`config.mk`:
```
export PLATFORM = sky130hd
export DESIGN_NAME = button_conditioner
export DESIGN_NICKNAME = d
export VERILOG_FILES = /design/src/rtl/button_conditioner.sv
export SDC_FILE = /design/constraint.sdc
export NUM_CORES = 1
export LEC_CHECK = 0
export BUFFER_PORTS_ARGS = -buffer_cell sky130_fd_sc_hd__buf_2
export CAP_MARGIN = 20
export CORE_MARGIN = 2
export CORE_UTILIZATION = 45
export DETAILED_ROUTE_END_ITERATION = 8
export GPL_ROUTABILITY_DRIVEN = 0
export SLEW_MARGIN = 20
export SYNTH_ARGS = -nofsm -noshare
export SYNTH_HDL_FRONTEND = slang
export SYNTH_SLANG_ARGS = --single-unit
```
`constraint.sdc`:
```
create_clock -name clk -period 2.64 [get_ports clk]
set_input_delay 0.528 -clock clk [delete_from_list [all_inputs] [get_ports clk]]
set_output_delay 0.528 -clock clk [all_outputs]
set_load 0.1 [all_outputs]
```
`src/rtl/button_conditioner.sv`:
```
// button_conditioner: synchronised, debounced submit/clear pulses plus a filtered switch word snapshot
module button_conditioner #(
    parameter int DEBOUNCE_CYCLES  = 1_000_000,
    parameter int SW_STABLE_CYCLES = 100_000,
    parameter int SW_WIDTH         = 10
) (
    input  logic                clk,
    input  logic                reset,
    input  logic                submit_btn,
    input  logic                clear_btn,
    input  logic [SW_WIDTH-1:0] sw,
    output logic                submit_pulse,
    output logic                clear_pulse,
    output logic [SW_WIDTH-1:0] sw_value,
    output logic [SW_WIDTH-1:0] sw_stable
);
    localparam int MAX_CYCLES = (DEBOUNCE_CYCLES > SW_STABLE_CYCLES) ? DEBOUNCE_CYCLES : SW_STABLE_CYCLES;
    localparam int CW = $clog2(MAX_CYCLES);
    localparam logic [CW-1:0] DB_LAST = CW'(DEBOUNCE_CYCLES - 1);
    localparam logic [CW-1:0] SW_LAST = CW'(SW_STABLE_CYCLES - 1);
    localparam logic RELEASED = 1'b0;
    localparam logic PRESSED  = 1'b1;

    // bit 0 is the submit button, bit 1 the clear button
    logic [1:0]          btn_s1_q, btn_s2_q;
    logic [1:0]          state_q, state_d;
    logic [1:0]          pulse_q, pulse_d;
    logic [1:0]          moving, done;
    logic [1:0][CW-1:0]  cnt_q, cnt_d;
    logic [SW_WIDTH-1:0] sw_s1_q, sw_s2_q, sw_prev_q, sw_stable_q, sw_value_q;
    logic [CW-1:0]       stab_q, stab_d;

    for (genvar b = 0; b < 2; b++) begin : g_btn
        assign moving[b]  = (state_q[b] == RELEASED) ? btn_s2_q[b] : !btn_s2_q[b];
        assign done[b]    = moving[b] && (cnt_q[b] == DB_LAST);
        assign cnt_d[b]   = (!moving[b] || done[b]) ? '0 : cnt_q[b] + 1'b1;
        assign state_d[b] = done[b] ? ((state_q[b] == RELEASED) ? PRESSED : RELEASED) : state_q[b];
        assign pulse_d[b] = done[b] && (state_q[b] == RELEASED);
    end

    // stab_d reaching SW_LAST means the word has been seen SW_STABLE_CYCLES samples in a row
    always_comb begin
        stab_d = (sw_s2_q != sw_prev_q) ? '0 : (stab_q == SW_LAST) ? stab_q : stab_q + 1'b1;
    end

    always_ff @(posedge clk) begin
        if (reset) begin
            btn_s1_q    <= '0;
            btn_s2_q    <= '0;
            state_q     <= {2{RELEASED}};
            cnt_q       <= '0;
            pulse_q     <= '0;
            sw_s1_q     <= '0;
            sw_s2_q     <= '0;
            sw_prev_q   <= '0;
            stab_q      <= '0;
            sw_stable_q <= '0;
            sw_value_q  <= '0;
        end else begin
            btn_s1_q    <= {clear_btn, submit_btn};
            btn_s2_q    <= btn_s1_q;
            state_q     <= state_d;
            cnt_q       <= cnt_d;
            pulse_q     <= pulse_d;
            sw_s1_q     <= sw;
            sw_s2_q     <= sw_s1_q;
            sw_prev_q   <= sw_s2_q;
            stab_q      <= stab_d;
            sw_stable_q <= (stab_d == SW_LAST) ? sw_s2_q : sw_stable_q;
            sw_value_q  <= pulse_q[0] ? sw_stable_q : sw_value_q;
        end
    end

    assign submit_pulse = pulse_q[0];
    assign clear_pulse  = pulse_q[1];
    assign sw_value     = sw_value_q;
    assign sw_stable    = sw_stable_q;
endmodule

```
# Word-level counts from Yosys, hierarchy flattened
# Index checks and enable logic that the tools add are counted.
op_classes:
  n_mux: 6
  multipliers: 0
  div_mod_pow: 0
  n_lt_le_gt_ge: 0
  addsub: 3
  shifts: 0
  bitwise_logic: 2
  eq_ne: 5
  reduce_logical: 12
op_table:
  columns: ["cell", "n"]
  rows:
  - ["adder 20 x 1 -> 20 bit, second input constant", 3]
  - ["equality test 20 x 17 -> 1 bit, second input constant", 2]
  - ["equality test 20 bit, second input constant", 2]
  - ["two-way mux 20 bit", 2]
  - ["!= test 10 bit", 1]
  - ["logical AND 1 bit", 4]
  - ["logical NOT 1 bit", 4]
  - ["two-way mux 1 bit", 4]
  - ["OR reduction 2 bit", 2]
  - ["logical OR 1 bit", 2]
  - ["NOT 1 bit", 2]
word_totals:
  out_inout_bits: 22
  ramBits: 0
  latchBits: 0
  ff_bits: 118
  mem_bits_ro: 0
  in_bits: 14
  mem_count: 0

# Depth between registers and ports, before layout
# Gate-level depths: netlist (run 1).
logic_depth:
  depth_word: 5
  ltp_mapped: 10
  depth_no_buf: 8

# Least setup slack after synthesis (run 1)
# No wires, ideal clock.
synth_timing:
  path_kind: "register to register"
  start: "reg stab_q[6]"
  end: "reg sw_stable_q[0] (netlist: sw_stable[0])"
  setup_time_ns: 0.132
  t_arrival_ns: 2.752
  t_required_ns: 2.508
  path_stages_with_launch: 9
  slack_ns: -0.244
  path_buffers: 1
  path_cell_list: "dfxtp_1 buf_6 or4_4 or4_4 or3_1 a2111oi_2 nand4_1 o21ai_0 a21oi_1"
synth_between:
  elab_chain_cells: 4
  elab_cells_between_ends: 5
  classes_between: "1 x add/sub; 2 x eq/ne; 2 x mux"
synth_rtl:
  columns: ["item", "line_no", "rtl"]
  rows:
  - ["start, declared", "31", "logic [CW-1:0] stab_q, stab_d;"]
  - ["start signal, assigned", "68", "stab_q <= stab_d;"]
  - ["adder 20 x 1 -> 20 bit / equality test 20 x 17 -> 1 bit (equally long branches)", "43", "stab_d = (sw_s2_q != sw_prev_q) ? '0 : (stab_q == SW_LAST) ? stab_q : stab_q + 1'b1;"]
  - ["two-way mux 20 bit (*) (2 in a row)", "43", null]
  - ["equality test 20 x 17 -> 1 bit (*)", "69", "sw_stable_q <= (stab_d == SW_LAST) ? sw_s2_q : sw_stable_q;"]
  - ["end signal, assigned", "69", null]
  - ["end, declared", "30", "logic [SW_WIDTH-1:0] sw_s1_q, sw_s2_q, sw_prev_q, sw_stable_q, sw_value_q;"]
# Every way passes the cells marked *; elsewhere a longest branch is shown, timed or not.
# A chain may end at the register's enable or synchronous reset.

# Final worst setup path (run 1)
layout_timing:
  start: "reg stab_q[17]"
  end: "reg sw_stable_q[0] (netlist: sw_stable[0])"
# The elaborated chain is that of the path after synthesis.

==> impl_summary.md, run 1 <==
Route
The remaining design rule violation count is 0. The number of vias in the routed layout is 3808. The average via count per standard cell is 5.132. The iteration count of the initial detailed-routing pass is 4. The average detailed-routed wire length per instance is 13.48 µm. The detail route stage leaves a number of antenna-violating nets equal to 0.

The total length of routed wires is 10000 µm. The count of routing violations after the opening detailed-route iteration is 155.

Logic synthesis
The count of cell types in the netlist is 49. The async set or reset register ratio after synthesis is 0%. The number of synthesized register bits is 118. The most common flop cell mapped by yosys is dfxtp_1.

The number of warnings printed during yosys synthesis is 0. The cell area that synthesis handed to floorplanning was 4816 µm². When the netlist entered floorplanning its net count stood at 541. Each instance of the synthesized netlist takes up on average 9.191 µm². Counting every instance in the synthesized netlist gives 524. Of the synthesized area, sequential elements account for 49.05%. The synthesized design contains 0 enable-type register cells.

Die
The width of the die is 107.5 µm. The number of top-level pins is 36. The starting utilization of the core area is 46.44%.

The core region is 10370 µm². The floorplan has 37 rows. The die is 107.5 µm tall. The area of the die is 11550 µm².

Setup path
The startpoint of the lowest-slack register-to-register path is stab_q[17]. The startpoint type of the worst setup path is a flop. The endpoint identified for the worst register-to-register timing path is sw_stable[0]. The critical path class is flop to flop. In this run the worst setup path terminates at sw_stable[0]. The length in cells of the worst reg-to-reg path is 8.

The critical path required time is 3.09 ns. The maximum fanout along the worst path is 5. STA classifies the critical path endpoint as a flop. Data on the critical path arrives at its endpoint at 3.25 ns. The origin of the worst setup path is stab_q[17]. The register-to-register path setup slack is -0.16 ns.

Finish
In the final layout, the share of cells above drive strength 1 is 19.80%. The area growth from synthesis to final layout is 23.56%. After routing the design area is 5951 µm². The net count of the finished layout is 610. The number of antenna diodes is 0. Once layout is complete, the utilization of the core stands at 57.38%. Counting the fill cells in the layout gives 945.

Place
The HPWL after detailed placement is 6775 µm. Port buffering added 35 buffers. The area of placed instances is 5345 µm².

STA
Counting I/O delays and the setup requirement, the final critical path takes 2.795 ns. Setup violations remaining at the end of the flow were counted as 10. The hold violation total from the final report came to 0. The maximum achievable frequency is 357.8 MHz.

Setup repair after global routing could not meet its margin everywhere. Once routing completed, OpenROAD measured the worst setup slack at -0.1552 ns. The setup skew after layout is 0.004933 ns. The part of the cycle the worst path needs is 105.9%. The number of slew-limit violations in the final report was 0. The slew at the pin closest to its max-slew limit is 0.8172 ns. The max-slew headroom at the worst pin is 45.19%.

Power and ir drop
The worst-case IR drop observed on VDD is 466.1 µV. Dividing total power by cell area gives a power density of 674.0 nW/µm². For this design the static power due to leakage is 2.175 nW.

Run status
The flow ran to the end, but the final reports show violations. The final reports fail on setup timing.

Clock tree
The TritonCTS clock tree is yes. The buffer cell driving the clock tree root is clkbuf_8. The largest buffer count on any clock path is 2.

The number of buffers inserted by hold repair at cts is 0. The clock network latency to the later pin of the worst-skew pair is 0.52 ns. Clock tree synthesis found a total of 118 sinks. The buffers inserted during post-CTS setup optimization is 0. The register clock-pin slew on the reported worst setup and hold paths is 0.06 ns. Buffers inserted during clock tree synthesis total 17. The H-tree was split into 4 levels.

Global route
The number of global-route vias before repair is 3684. The first global-routing pass estimated 17060 µm of wire. The initial antenna violation count is 0. The total global routing track utilization is 18.85%.

The maximum number of pins on one net before global-route repair is 61. The remaining global-route overflow is 0.

Hold path
The class of the most critical hold timing path is primary input to flop.

Run
The tool flagged a number of max-cap violations equal to 0.
-- routing by layer --
layer | vias to the layer above | GRT usage, % | wire, µm
li1 | 1961 | - | -
met1 | 1772 | 24.40 | 4897
met2 | 63 | 28.71 | 4551
met3 | 12 | 4.540 | 385
met4 | 0 | 10.81 | 167
met5 | - | 0 | 0
-- timing repair --
action | 4_1_cts | 5_1_grt
setup endpoints to repair | 10 | 10
endpoints found under the hold margin | 0 | 0
gates resized for setup | 4 | 8
pin swaps | 0 | 2
cloned | 0 | 1
-- per-stage QoR --
step                      cells  hold WS, ns  power (W)  setup slack (ns)  TNS (ns)
after global placement      709       0.4180   0.001935           -0.1034   -0.9607
after global routing        742       0.2025   0.004155           -0.2510    -2.379
after floorplan             524       0.4138   0.001908           -0.1124    -1.087
after detailed placement    709       0.4204   0.001937           -0.2128    -1.911
after CTS                   741       0.1851   0.004062           -0.1215    -1.049
final                       742       0.2113   0.004011           -0.1552    -1.276
-- sequential cells by signal, indices dropped and copies added (netlist names), 10 cells and up --
signal,count
cnt_q,40
stab_q,20
sw_prev_q,10
sw_s1_q,10
sw_s2_q,10
sw_stable,10
sw_value,10
-- critical path, cell delays in order (launching register included) --
cell and delay, ns:
dfxtp_2 0.32, or4_4 0.53, or4_4 0.49, or3_4 0.41
a2111oi_4 0.31, and4_4 0.28, buf_4 0.14, nand4_1 0.12
a21oi_2 0.13
-- final cells by class --
class | instances | area (µm²) | share of cell area [%]
inverter | 6 | 22.52 | 0.3785
tap | 136 | 170.2 | 2.860
multi-input combinational | 378 | 2386 | 40.10
sequential | 118 | 2366 | 39.76
clock buffer | 19 | 421.7 | 7.086
timing repair buffer | 72 | 460.4 | 7.738
clock inverter | 13 | 123.9 | 2.082
-- power breakdown --
group          switching [W]  total (W)  internal (W)
combinational      0.0000443  0.0000791     0.0000349
clock               0.000856    0.00211       0.00126
sequential         0.0000139    0.00182       0.00180
total               0.000914    0.00401       0.00310
-- kinds of logic after synthesis --
| family | after synthesis | share of synthesized area, % |
|---|---|---|
| compound gates | 51 | 6.677 |
| xor+xnor | 61 | 11.09 |
| fa+ha+maj | 3 | 0.7795 |
| buf+inv | 28 | 2.468 |
| flops | 118 | 49.05 |
| mux | 12 | 2.494 |
| simple gates | 251 | 27.44 |
-- cells in the mapped netlist, drive strengths merged, types with 2 or more instances --
master | instances | share of area [%]
dfxtp | 118 | 49
nor2 | 75 | 5.8
nor2b | 36 | 4.7
xnor2 | 33 | 6.0
nand2 | 29 | 2.3
nand3 | 28 | 2.9
xor2 | 28 | 5.1
nand4 | 25 | 3.2
clkbuf | 19 | 1.5
a21oi | 17 | 1.8
o21ai | 15 | 1.6
mux2i | 12 | 2.5
and3 | 11 | 1.4
nor3 | 10 | 1.0
and4 | 8 | 1.5
inv | 6 | 0.47
or3 | 6 | 0.78
nor4 | 5 | 0.65
or4 | 5 | 0.94
nor4b | 4 | 0.73
a211oi | 3 | 0.47
buf | 3 | 0.49
ha | 3 | 0.78
nand2b | 3 | 0.39
a2111oi | 2 | 0.49
o2111a | 2 | 0.47
o211ai | 2 | 0.31
o31ai | 2 | 0.31
or4b | 2 | 0.42
-- how the worst min path moves through the flow --
stage                     start          end  slack [ns]  cells after the start
floorplan           btn_s1_q[0]  btn_s2_q[0]        0.41                      1
global placement     sw_s1_q[8]   sw_s2_q[8]        0.42                      1
detailed placement  btn_s1_q[0]  btn_s2_q[0]        0.42                      1
CTS                       sw[0]   sw_s1_q[0]        0.19                      2
global route              sw[1]   sw_s1_q[1]        0.20                      2
finish                    sw[0]   sw_s1_q[0]        0.21                      2
-- placed cells by master (no fill, tap or decap), types with 5 or more instances in the layout --
cell type / instances
mux2i_1: 12
nor3_1: 10
and4_1: 7
nor2b_1: 36
dfxtp_1: 115
and3_1: 11
xnor2_1: 33
a21oi_1: 14
o21ai_1: 10
nand4_1: 25
inv_1: 5
xor2_1: 28
clkbuf_16: 16
buf_2: 35
nor4_1: 5
nor2_1: 75
nand2_1: 29
nand3_1: 28
buf_4: 35
(Power assumes the default switching activity.)
==> run 2: changes to the inputs <==
- CELL_PAD_IN_SITES_DETAIL_PLACEMENT: unset -> 0
- CELL_PAD_IN_SITES_GLOBAL_PLACEMENT: unset -> 1
- CORE_MARGIN: 2 -> 5
- CORE_UTILIZATION: 45 -> 41
- CTS_CLUSTER_DIAMETER: unset -> 120
- PLACE_DENSITY_LB_ADDON: unset -> 0.1
==> run 2 against run 1 <==
Net effect:
- the flow still finishes with violations (setup timing)
- clock skew increased by 0.0069 ns
- die area increased by 21%
- sequential share of layout area decreased by 0.45 points
- cell area increased by 1.1%
- clock power increased by 12%
- critical endpoint is now sw_stable[8]
- largest power group unchanged
- highest routed layer unchanged
==> impl_summary.md, run 2 (same netlist as run 1, synthesis figures left out) <==
Run status
The run finished, with violations left. The final reports fail on setup timing.

Place
The half-perimeter wire length of the detailed placement result is 7206 µm. Buffers placed on the I/O ports in this run total 35. Prior to clock tree synthesis, the placed netlist has a worst setup slack of -0.1504 ns.

Route
The remaining design rule violation count is 0. The number of antenna-violating nets in the routed design is 0. The average via count per standard cell is 5.100.

The detailed router finished its first iteration with 207 violations. The number of vias in the routed layout is 3820. The total length of routed wires is 10390 µm.

Before antenna repair, the detailed router went through 4 iterations. The average detailed-routed wire length per instance is 13.88 µm.

Setup path
The critical path class is flop to flop. The length in cells of the worst reg-to-reg path is 8. Grouping stages by cell kind, the critical path spends the most delay in simple AND/OR/NAND/NOR gates. The maximum fanout along the worst path is 10. The capturing element type of the critical path is a flop. The worst register-to-register path ends at sw_stable[8]. The number of buffers and inverters on the critical path is 1. The arrival time reported for the critical path endpoint is 3.11 ns.

In this design, the stage delay of the slowest critical-path cell is 0.53 ns. The startpoint of the lowest-slack register-to-register path is stab_q[17]. Setup slack on the worst reg-to-reg path comes out at -0.13 ns. The critical path goes through or4_4 -> or4_4 -> or3_4 -> a2111oi_4 -> and4_1 -> buf_6 -> nand4_1 -> a21oi_1. The slowest stage of the critical path belongs to the cell or4_4. The startpoint type of the worst setup path is a flop. The most numerous cell type found on the critical path is or4_4. The critical path required time is 2.98 ns.

Global route
The total global routing track utilization is 15.32%. The initial antenna violation count came to 0. Global routing finished with a remaining overflow of 0. Entering global routing, the biggest net connects 61 pins. The first-pass GRT wire length is 17460 µm. The number of global-route vias before repair was 3730.

Clock tree
The H-tree was split into 4 levels. The number of buffers created by CTS is 17. In this run the clock root is driven by a clkbuf_16. TritonCTS built the clock tree.

Clock tree synthesis found a total of 118 sinks. The number of setup buffers added after CTS is 0. The register clock-pin slew on the reported worst setup and hold paths is 0.06 ns. The largest buffer count on any clock path is 2. The later pin in the worst-skew pair is clocked with a latency of 0.42 ns.

Power and ir drop
The power per unit of standard cell area is 709.3 nW/µm². The internal power of the cells totals 0.003355 W. The worst-case IR drop observed on VDD is 492.4 µV. The share of power burned in combinational logic is 1.9%. In this run, flip-flops and latches consume 42.6% of the power. The switching component of the power is 0.0009134 W. The net switching share of the total power is 21.40%.

In this run the static leakage power is 2.214 nW. The relative contribution of the clock network to total power is 55.5%.

STA
In the post-route analysis, the smallest setup slack over all paths is -0.1256 ns. The max-slew headroom at the worst pin is 45.21%. The part of the cycle the worst path needs is 104.8%. The hold violation total from the final report is 0. The slew at the pin closest to its max-slew limit is 0.8170 ns. The clock arrives with 0.01183 ns of skew. For the final routed database, the setup TNS stands at -1.151 ns. Counting I/O delays and the setup requirement, the final critical path takes 2.766 ns. The number of setup violations in the final report is 10. Based on the critical path, the design can be clocked at up to 361.6 MHz. The number of slew-limit violations in the final report is 0. Setup repair after global routing could not meet its margin everywhere.

Hold path
The worst hold path passes through 2 cells. In this run the worst hold path is classified as primary input to flop. For hold timing, the worst endpoint is sw_s1_q[2].

The startpoint identified for the worst hold timing path is sw[2].

Finish
The area growth from synthesis to final layout is 24.97%. The register ranked first by flip-flop count is cnt_q. The number of flip-flops in the largest register is 40.

The most frequent standard cell in the layout excluding fill and tap cells is dfxtp_1. The number of antenna diodes is 0. In the layout the commonest cells are 115 x dfxtp_1, 75 x nor2_1, 36 x nor2b_1, 36 x buf_4, 35 x buf_2. The largest registers in the layout are cnt_q x40, stab_q x20. For this run, the post-layout net count is 611.

The post-route netlist has 19.47% of its cells at a drive strength greater than 1.

Die
The core region is 11470 µm². The floorplan has 39 rows. The die is 118.4 µm tall. The width of the die is 118.4 µm.

The number of top-level pins is 36. The die covers 14010 µm². The starting utilization of the core area is 42.00%.

Run
The tool flagged a number of max-cap violations equal to 0.
-- run 2: worst max-delay path by stage --
stage / from / endpoint / cells past startpoint
after floorplan: stab_q[17] / sw_stable[0] / 7
after global placement: stab_q[17] / sw_stable[7] / 8
after detailed placement: stab_q[17] / sw_stable[9] / 8
after CTS: stab_q[17] / sw_stable[5] / 8
after global routing: stab_q[17] / sw_stable[1] / 8
final: stab_q[17] / sw_stable[8] / 8
-- run 2: power by group through the flow --
stage	combinational [W]	sequential (W)	clock [W]
CTS	0.0000812	0.00182	0.00242
detailed placement	0.0000802	0.00186	0
finish	0.0000796	0.00182	0.00237
global placement	0.0000794	0.00186	0
global route	0.0000898	0.00182	0.00250
floorplan	0.0000550	0.00185	0
-- run 2: layout make-up --
class	instances	area (µm²)
clock inverters	13	172.7
repair buffers	73	467.9
multi-input cells	378	2371
fillers	1081	5449
inverters	6	22.52
clock buffers	18	439.2
well taps	143	178.9
flip-flops and latches	118	2366
-- run 2: repair_timing --
item / in CTS / in global routing
endpoints found under the setup margin: 10 / 10
pin swaps: 2 / 2
gates resized for setup: 7 / 0
hold endpoints to repair: 0 / 0
hold buffers: 0 / 0
-- run 2: routing by layer --
metal | GRT usage, % | share of wire (%) | wire (µm) | vias to the layer above
met5 | 0 | 0 | 0 | -
met1 | 19.25 | 48 | 4966 | 1773
met3 | 5.205 | 4.7 | 486 | 20
met2 | 23.98 | 45 | 4715 | 60
met4 | 6.662 | 2.2 | 225 | 0
li1 | - | - | - | 1967
-- run 2: through the flow --
step | hold WS (ns) | std cells | area, µm² | total power [W] | utilization (%)
after CTS | 0.3041 | 749 | 6018 | 0.004321 | 52.48
after global placement | 0.4176 | 718 | 5369 | 0.001937 | 46.82
after detailed placement | 0.4220 | 718 | 5369 | 0.001938 | 46.82
after floorplan | 0.4138 | 524 | 4826 | 0.001908 | -
after global routing | 0.3142 | 749 | 6018 | 0.004411 | 52.48
final | 0.3117 | 749 | 6018 | 0.004269 | 52.48
==> run 3: changes to the inputs <==
- ABC_AREA: unset -> 1
- CORE_UTILIZATION: 41 -> 44
- clock period: 2.64 -> 2.6 ns (I/O delays scaled with it)
==> run 3 against run 2 <==
Net effect:
- the flow now finishes without violations
- largest cell class unchanged
- non-clock buffer count fell by 29
- sequential power barely moved
- combinational power rose by 44%
- hold slack got worse by 0.0036 ns
- utilization fell by 0.18 points
- worst setup slack improved by 0.45 ns
- clock power barely moved
- fmax rose by 21%
- clock skew fell by 0.0032 ns
- first-iteration DRC count rose by 91%
- register-to-register slack improved by 0.45 ns
==> impl_summary.md, run 3 <==
Logic synthesis
The async set or reset register ratio after synthesis is 0%. The library cell with the highest instance count after synthesis is nor2_1. After Yosys synthesis, XOR and XNOR cells account for 4.701% of the synthesized area. Dividing the synthesized area by the synthesized cell count gives 7.037 µm². Summing the areas of all compound-gate instances in the mapped netlist gives 5.213% of the synthesized area. By area the synthesized netlist is led by dfxtp_1 44%, nor2_1 10%, nand2_1 10%. The proportion of synthesized area in mux cells is 0%.

The number of synthesized register bits is 118. Yosys printed 0 warnings. The share of Yosys cell area claimed by the top area cell type is 43.94%. By area, the combinational part of the netlist is dominated by simple AND/OR/NAND/NOR gates. Of all cell types, the one taking the most synthesized area is dfxtp_1. The synthesized instance count is 764. The total standard cell area after synthesis is 5376 µm². The register area share after synthesis is 43.94%. For this run, the leading register cell type out of synthesis is dfxtp_1. The net count after synthesis is 781. The synthesized netlist devotes 0.6982% of its cell area to adder and majority cells. The synthesized design contains 0 enable-type register cells. The synthesized-area fraction occupied by and/or/nand/nor cells is 35.26%. The synthesized netlist contains 36 unique library cells. By count the netlist is led by 147 x nor2_1, 143 x nand2_1, 118 x dfxtp_1, 109 x inv_1, 41 x nand3_1.

Global route
The initial antenna violation count is 0. The first-pass GRT wire length is 20320 µm. The total global routing track utilization is 17.34%.

Global routing finished with a remaining overflow of 0. Entering global routing, the biggest net connects 41 pins. The number of global-route vias before repair is 4395.

Setup path
STA classifies the critical path startpoint as a flop. At the worst endpoint, the arrival time is 2.56 ns. The worst register-to-register path has a depth of 12. The maximum fanout along the worst path is 10. The setup check on the worst reg-to-reg path leaves a slack of 0.32 ns. The critical path required time is 2.88 ns. The reg-to-reg critical path endpoint is sw_stable[7]. The startpoint of the lowest-slack register-to-register path is stab_q[0].

The critical path class is flop to flop. The capturing element type of the critical path is a flop.

Clock tree
The clock drives 118 sinks. CTS built an H-tree with a depth of 4. The buffer cell driving the clock tree root is clkbuf_16. TritonCTS built the clock tree. For the worst-skew pair, the clock arrives at the later sink with an insertion delay of 0.41 ns. After clock tree synthesis, the clock-pin slew on the worst setup and hold paths is 0.05 ns. TritonCTS created 17 clock buffers.

The number of gates resized after CTS is 0. The number of buffers inserted by hold repair at cts is 0. The largest buffer count on any clock path is 2. The buffers inserted during post-CTS setup optimization is 0.

Route
The final route contains 4719 vias. The remaining design rule violation count is 0. The count of routing violations after the opening detailed-route iteration is 396.

The number of antenna-violating nets in the routed design is 0. The average detailed-routed wire length per instance is 12.41 µm. The routed design has 11930 µm of wire. The average via count per standard cell is 4.911. The iteration count of the initial detailed-routing pass is 5.

Finish
The register with the most flip-flops in the layout has 40 of them. Leaving out fill and tap cells, the most frequent cells in the layout are 147 x nor2_1, 143 x nand2_1, 118 x dfxtp_1. Once layout is complete, the utilization of the core stands at 52.30%. The most frequent standard cell in the layout excluding fill and tap cells is nor2_1. The largest registers in the layout are cnt_q x40, stab_q x20.

From synthesis to final layout, the design area changed by 16.85%. In the final design database the tool counted 820 nets. The finished layout holds 961 standard cells, fillers aside. The repair_antennas step left the layout with diodes totalling 0. The register ranked first by flip-flop count is cnt_q. The proportion of layout cells with a drive suffix above 1 is 12.41%.

Hold path
The min-delay analysis places its worst path in the category primary input to flop. The capture endpoint of the worst hold path is sw_s1_q[0]. The worst hold path passes through 3 cells. The startpoint identified for the worst hold timing path is sw[0].

STA
The hold violation total from the final report is 0. The number of slew-limit violations in the final report was 0. Setup repair after global routing left no endpoint under its margin.

Setup violations remaining at the end of the flow were counted as 0. The aggregate negative setup slack is 0 ns. After layout, the minimum clock period comes to 2.280 ns. Timing would allow up to 438.6 MHz. In this run the tightest slew margin relative to its limit is 65.83%. The final critical path takes up 87.70% of the cycle. Clock skew on the completed layout was measured at 0.008633 ns. For the pin with the worst max-slew slack, the measured transition is 0.5079 ns.

Die
The core footprint is 12010 µm². The floorplan step defined a die boundary enclosing 14530 µm². Measured along the x axis, the die boundary spans 120.5 µm. The initial utilization of the core area, before any placement, comes to 44.76%. The floorplan has 40 rows. The floorplan step set the die height to 120.5 µm.

Pin placement for this block handled 36 I/O pins.

Place
The instance count after placement with tap cells included is 931. Port buffering added 35 buffers. The half-perimeter wire length of the detailed placement result is 8701 µm.

Run
The max-capacitance violation count is 0.

Power and ir drop
VDD sags by at most 405.2 µV. The power per unit of standard cell area is 687.4 nW/µm². The static leakage is 2.609 nW.

Run status
The flow ran to the end, and the final reports show no timing, DRC or antenna violations.
==> run 3: changes by cell type after synthesis, moves of 8 or more <==
| cell | before | now |
|---|---|---|
| and3_1 | 11 | 3 |
| xnor2_1 | 33 | 9 |
| and4_1 | 8 | 0 |
| nand2_2 | 0 | 9 |
| inv_1 | 5 | 109 |
| mux2i_1 | 12 | 0 |
| nor2b_1 | 36 | 0 |
| nand3_1 | 28 | 41 |
| xor2_1 | 28 | 18 |
| nor2_2 | 0 | 9 |
| nand2_1 | 29 | 143 |
| nor3_1 | 10 | 23 |
| nor2_1 | 75 | 147 |
==> run 3: worst max-delay path by stage <==
| stage | startpoint | end | cells after the start |
|---|---|---|---|
| finish | stab_q[0] | sw_stable[7] | 12 |
| global route | sw_s2_q[5] | sw_stable[0] | 12 |
| CTS | sw_s2_q[5] | sw_stable[7] | 12 |
| detailed placement | sw_s2_q[5] | sw_stable[7] | 12 |
| global placement | sw_s2_q[5] | sw_stable[7] | 12 |
| floorplan | stab_q[0] | sw_stable[0] | 12 |
==> run 3: worst max-delay path: stages, from the launching register on <==
cell	delay [ns]
dfxtp_1	0.41
ha_1	0.30
nand2_1	0.12
nor2_2	0.19
nand2_2	0.11
nor2_4	0.15
nand2_2	0.08
xnor2_2	0.14
nand3_1	0.10
nor2_2	0.14
nand3_2	0.22
nand2_1	0.11
a21oi_1	0.07
==> run 3: layer usage <==
metal	vias to the layer above	wire length, µm	GRT usage [%]
li1	2486	-	-
met1	2102	5731	22.40
met2	116	5323	27.10
met3	15	666	5.706
met4	0	204	6.232
met5	-	0	0
==> run 3: logic make-up after synthesis <==
| family | Yosys count |
|---|---|
| AO/OA/AOI/OAI | 50 |
| XOR/XNOR | 28 |
| buffers and inverters | 138 |
| flip-flops | 118 |
| AND/OR/NAND/NOR | 427 |
| adder cells (fa/ha/maj) | 3 |
==> run 3: where the power goes <==
| group | internal [W] | switching (W) |
|---|---|---|
| clock network | 0.00157 | 0.000787 |
| logic | 0.0000381 | 0.0000770 |
| registers | 0.00183 | 0.0000138 |
| total | 0.00344 | 0.000878 |
==> run 3: cell type report <==
type	instances	area [µm²]
clock buffer	22	474.2
clock inverter	8	123.9
fill	1177	5729
inverter	114	429.2
multi-input combinational	508	2466
sequential	118	2362
tap	147	183.9
timing repair buffer	44	242.7
==> run 3: metrics by stage <==
| stage | power, W | hold WS (ns) | setup slack [ns] | cell area, µm² |
|---|---|---|---|---|
| 2_1_floorplan | 0.001962 | 0.3883 | 0.6992 | 5376 |
| 3_3_place_gp | 0.002000 | 0.3895 | 0.4105 | 5684 |
| 3_5_place_dp | 0.002002 | 0.3948 | 0.3140 | 5684 |
| 4_1_cts | 0.004375 | 0.2916 | 0.2893 | 6282 |
| 5_1_grt | 0.004481 | 0.3065 | 0.02878 | 6282 |
| 6_report | 0.004318 | 0.3082 | 0.3199 | 6282 |
